==> src/rtl/pe_slave_rr_arbiter.sv <==
// pe_slave_rr_arbiter: per-slave round-robin arbiter with a single-entry
// registered output slot and req/gnt handshake towards the peripheral.
// Optional feature macro: PE_ARB_CONFLICT_CNT_EN adds conflict_cnt_o, a
// saturating count of cycles in which two or more masters request.
module pe_slave_rr_arbiter #(
    parameter int N_MASTER   = 16,
    parameter int ADDR_WIDTH = 32,
    parameter int DATA_WIDTH = 32,
    parameter int BE_WIDTH   = DATA_WIDTH / 8,
    parameter int ID_WIDTH   = N_MASTER
) (
    input  logic                                 clk,
    input  logic                                 rst_n,
    input  logic [N_MASTER-1:0]                  data_req_i,
    input  logic [N_MASTER-1:0][ADDR_WIDTH-1:0]  data_add_i,
    input  logic [N_MASTER-1:0]                  data_wen_i,
    input  logic [N_MASTER-1:0][DATA_WIDTH-1:0]  data_wdata_i,
    input  logic [N_MASTER-1:0][BE_WIDTH-1:0]    data_be_i,
    input  logic [N_MASTER-1:0][ID_WIDTH-1:0]    data_ID_i,
    output logic [N_MASTER-1:0]                  data_gnt_o,
    output logic                                 data_req_o,
    output logic [ADDR_WIDTH-1:0]                data_add_o,
    output logic                                 data_wen_o,
    output logic [DATA_WIDTH-1:0]                data_wdata_o,
    output logic [BE_WIDTH-1:0]                  data_be_o,
    output logic [ID_WIDTH-1:0]                  data_ID_o,
    input  logic                                 data_gnt_i
`ifdef PE_ARB_CONFLICT_CNT_EN
    ,
    output logic [31:0]                          conflict_cnt_o
`endif
);

    // Pointer width; a single master still needs one bit to hold index 0.
    localparam int RR_W = (N_MASTER > 1) ? $clog2(N_MASTER) : 1;

    logic                  valid_reg;
    logic [RR_W-1:0]       rr_reg;
    logic [RR_W-1:0]       rr_next;
    logic [ADDR_WIDTH-1:0] add_reg;
    logic                  wen_reg;
    logic [DATA_WIDTH-1:0] wdata_reg;
    logic [BE_WIDTH-1:0]   be_reg;
    logic [ID_WIDTH-1:0]   id_reg;

    logic                  slot_free;
    logic                  accept;
    logic                  win_found;
    logic [RR_W-1:0]       win_idx;
    logic [RR_W-1:0]       win_dist;

    // Distance of each master from the pointer, counted upward with an
    // explicit wrap past N_MASTER-1 (no modulo, N_MASTER may be any size).
    logic [N_MASTER-1:0][RR_W-1:0] req_dist;

    // The slot can take a new entry when empty or when it drains this cycle.
    assign slot_free = !valid_reg || data_gnt_i;
    assign accept    = rst_n && slot_free && win_found;

    generate
        for (genvar gi = 0; gi < N_MASTER; gi++) begin : g_dist
            assign req_dist[gi] = (RR_W'(gi) >= rr_reg)
                                ? (RR_W'(gi) - rr_reg)
                                : (RR_W'(gi) + RR_W'(N_MASTER) - rr_reg);
        end
    endgenerate

    // Winner is the requesting master closest to the pointer going upward.
    always_comb begin
        win_found = 1'b0;
        win_idx   = '0;
        win_dist  = '0;
        for (int m = 0; m < N_MASTER; m++) begin
            if (data_req_i[m] && (!win_found || (req_dist[m] < win_dist))) begin
                win_found = 1'b1;
                win_idx   = RR_W'(m);
                win_dist  = req_dist[m];
            end
        end
    end

    // Pointer moves just past the winner, wrapping to 0 after the last master.
    assign rr_next = (win_idx == RR_W'(N_MASTER - 1)) ? '0 : (win_idx + RR_W'(1));

    generate
        for (genvar gi = 0; gi < N_MASTER; gi++) begin : g_gnt
            assign data_gnt_o[gi] = accept && (win_idx == RR_W'(gi));
        end
    endgenerate

    // Output slot: load the winner on accept, empty it on a bare drain.
    always_ff @(posedge clk) begin
        if (!rst_n) begin
            valid_reg <= 1'b0;
            rr_reg    <= '0;
            add_reg   <= '0;
            wen_reg   <= 1'b0;
            wdata_reg <= '0;
            be_reg    <= '0;
            id_reg    <= '0;
        end else if (accept) begin
            valid_reg <= 1'b1;
            rr_reg    <= rr_next;
            add_reg   <= data_add_i[win_idx];
            wen_reg   <= data_wen_i[win_idx];
            wdata_reg <= data_wdata_i[win_idx];
            be_reg    <= data_be_i[win_idx];
            id_reg    <= data_ID_i[win_idx];
        end else if (valid_reg && data_gnt_i) begin
            valid_reg <= 1'b0;
        end
    end

    assign data_req_o   = valid_reg;
    assign data_add_o   = add_reg;
    assign data_wen_o   = wen_reg;
    assign data_wdata_o = wdata_reg;
    assign data_be_o    = be_reg;
    assign data_ID_o    = id_reg;

`ifdef PE_ARB_CONFLICT_CNT_EN
    logic [31:0] conflict_cnt_reg;
    logic        multi_req;

    // Clearing the lowest set bit leaves something only if two or more are set.
    assign multi_req = |(data_req_i & (data_req_i - N_MASTER'(1)));

    // Saturating count of contended cycles.
    always_ff @(posedge clk) begin
        if (!rst_n) begin
            conflict_cnt_reg <= '0;
        end else if (multi_req && (conflict_cnt_reg != 32'hFFFF_FFFF)) begin
            conflict_cnt_reg <= conflict_cnt_reg + 32'd1;
        end
    end

    assign conflict_cnt_o = conflict_cnt_reg;
`endif

endmodule
==> config.mk <==
export PLATFORM = sky130hd
export DESIGN_NAME = pe_slave_rr_arbiter
export DESIGN_NICKNAME = d
export VERILOG_FILES = /design/src/rtl/pe_slave_rr_arbiter.sv
export SDC_FILE = /design/constraint.sdc
export NUM_CORES = 1
export LEC_CHECK = 0
export ABC_AREA = 1
export CORE_AREA = 5 5 576 578
export DETAILED_ROUTE_END_ITERATION = 10
export DIE_AREA = 0 0 581 583
export GPL_ROUTABILITY_DRIVEN = 0
export PLACE_DENSITY_LB_ADDON = 0.1
export SLEW_MARGIN = 40
export SYNTH_ARGS = -nofsm -noshare
export SYNTH_HDL_FRONTEND = slang
export SYNTH_SLANG_ARGS = --single-unit
==> constraint.sdc <==
create_clock -name clk -period 20.9 [get_ports clk]
set_clock_uncertainty 0.05 [all_clocks]
set_input_delay 4.18 -clock clk [delete_from_list [all_inputs] [get_ports clk]]
set_output_delay 4.18 -clock clk [all_outputs]
set_load 0.005 [all_outputs]
==> metrics.md <==
| Metric | Value |
|---|---|
| Yosys top cell by area | `nand3_1` |
| Share of the synthesized area in the top cell type | `0.2607` |
| Grt ovf | `0` |
| Vias | `36590` |
| Crit path required time | `16.67 ns` |
| CTS root buf | `clkbuf_16` |
| Yosys warns | `0` |
| Initial antenna violation count | `156` |
| Gr usage total | `0.1419` |
| Cell area after synthesis | `23030 um2` |
| I/O pin total | `1481` |
| WS Path Type | `in2out` |
| Die ar. | `338700 um2` |
| Most common cell on crit path | `nand2_1` |
| Layout cell share with drive strength beyond 1 | `0.08472` |
| Syn-to-layout area delta | `96.81%` |
| CP arrival | `17.85 ns` |
| Hold Path Depth | `2` |
| Slowest stage delay, CP | `0.32 ns` |
| Largest net degree at the start of global routing | `150` |
| Wirelength per Cell | `23.88 um` |
| Clock Path Buffers | `2` |
| Syn Inst Count | `4768` |
| Outcome | `finished, violations left` |
| Avg Synthesized Cell Area | `4.831 um2` |
| Reg2reg setup slack | `3.89 ns` |
| Synth area leaders | `nand3_1, nand2_1, inv_1` |
| Slew @ Worst Pin | `0.8921 ns` |
| Largest family of logic cells by synthesized area | `simple AND/OR/NAND/NOR gates` |
| H-tree Lvls | `3` |
| Setup WS pre-CTS | `-2.540 ns` |
| PortBufs | `1480` |
| CP max FO | `8` |
| Max-slew violations | `0` |
| Routed Antenna Nets | `0` |
| Max-slew headroom | `0.4053` |
| Number of max-cap violations | `0` |
| Setup ws final | `-1.184 ns` |
| Failing checks | `negative setup slack` |
| Commonest non-fill, non-tap cell in the layout | `clkdlybuf4s50_1` |
| DR iter-0 viols | `1901` |
| FMAX | `45.28 MHz` |
| First drt pass iteration count | `5` |
| Final setup fails | `16` |
| Residual DRC count | `0` |
| CORE AREA | `326100 um2` |
| Sink Count | `90` |
| Vias in the first global route | `38180` |
| Seq cells post-synth | `90` |
| Multiplexer area fraction after synthesis | `0` |
| DIE WIDTH | `581 um` |
| Slowest cell on the critical path | `ha_1` |
| WL final | `253.7 mm` |
| Adder-cell share of the synthesized area | `0.02988` |
| Die Height | `583 um` |
| Post-layout min period | `22.08 ns` |
| Hold Crit Class | `reg2reg` |
| XOR/XNOR share of the synthesized area | `0.002281` |
| Count of different cell masters after synthesis | `29` |
| CTS tree | `done` |
| Clock Latency Late Sink | `0.43 ns` |
| Syn Nets | `6202` |
| Final Cycle Share | `1.057` |
| Seq/Total Area, Yosys | `0.07822` |
| Worst-path clk slew | `0.09 ns` |
| Synth Area in Compound Gates | `0.05709` |
| # nets final | `7661` |
| Num rows | `210` |
| RSZ-0062 raised after global routing | `yes` |
| Initial Util | `0.07064` |
| Most frequent cells in the layout | `clkdlybuf4s50_1, nand2_1, nand3_1` |
| Endpoints failing hold | `0` |
| Startpoint types | `primary input` |
| Post-CTS Hold Buffers | `0` |
| First-pass GRT wire length | `337.2 mm` |
| Reg2Reg Depth | `146` |
| Number of vias per cell | `3.445` |
| Simple-Gate Fraction of Synth Area | `0.6130` |
| Hpwl dp | `207.1 mm` |
| Crit end category | `output pin` |
| Cts bufs inserted | `9` |
-- cells by family after synthesis --
kind of cell    after synthesis
xor+xnor                      6
buf+inv                    1212
simple gates               3146
compound gates              259
fa+ha+maj                    55
flops                        90
-- what timing repair did --
item,CTS,global route
resized for setup,181,108
setup buffers,58,16
endpoints found under the setup margin,75,88
pin swaps,53,45
cloned,2,1
-- layer usage --
metal  track usage  vias to the layer above  wire [um]  part of all wire
met5             0                        -        863            0.0034
met4       0.02218                      130       3926             0.015
met3       0.04532                      265      18000             0.071
met2        0.2609                     1195     128200              0.51
met1        0.1620                    17210     102700              0.40
li1              -                    17790          -                 -
-- synth_stat cells, drive strengths merged --
cell type     n
clkbuf       89
a21oi       105
inv         852
buf         271
o21a          1
nor2        299
nand3      1200
a311oi        1
xor2          4
or2           4
nor3          1
nand3b      171
nand2      1471
dfxtp        90
o21ai       148
xnor2         2
a22oi         2
a31oi         1
o211ai        1
ha           55
-- critical path: cells and delay by family --
family	cells	cell delay (ns)
and+or+nand+nor	85	6.46
AOI/OAI and AO/OA	20	1.97
buffers and inverters	10	0.81
adders and majority gates	16	4.44
-- cell type report --
type | instances | area [um2]
Fill cell | 38590 | 280700
Timing Repair Buffer | 1806 | 17690
Sequential cell | 90 | 1802
Clock inverter | 6 | 48.80
Tap cell | 4346 | 5438
Multi-Input combinational cell | 3468 | 16790
Antenna cell | 43 | 107.6
Clock buffer | 10 | 229.0
Inverter | 852 | 3231
-- per-stage QoR --
stage / hold slack (ns) / cells / TNS (ns) / utilization / cell area, um2
4_1_cts: 0.4648 / 10560 / -18.59 / 0.1369 / 44650
6_report: 0.4539 / 10620 / -17.09 / 0.1390 / 45330
3_3_place_gp: 0.4350 / 10480 / -113.94 / 0.1335 / 43540
2_1_floorplan: 0.4480 / 4768 / 0 / - / 23160
3_5_place_dp: 0.4402 / 10480 / -105.28 / 0.1337 / 43590
5_1_grt: 0.4778 / 10590 / -38.66 / 0.1388 / 45250
-- path summary, 6_finish.rpt --
check / to / startpoint
max: data_gnt_o[11] / data_req_i[0]
min: data_add_o[1] / data_add_o[1]
max reg2reg: data_ID_o[2] / rr_reg[2]
min reg2reg: data_add_o[1] / data_add_o[1]
Power is not shown: default switching activity piles up to over one toggle a cycle in this logic, so the estimate is an artifact.
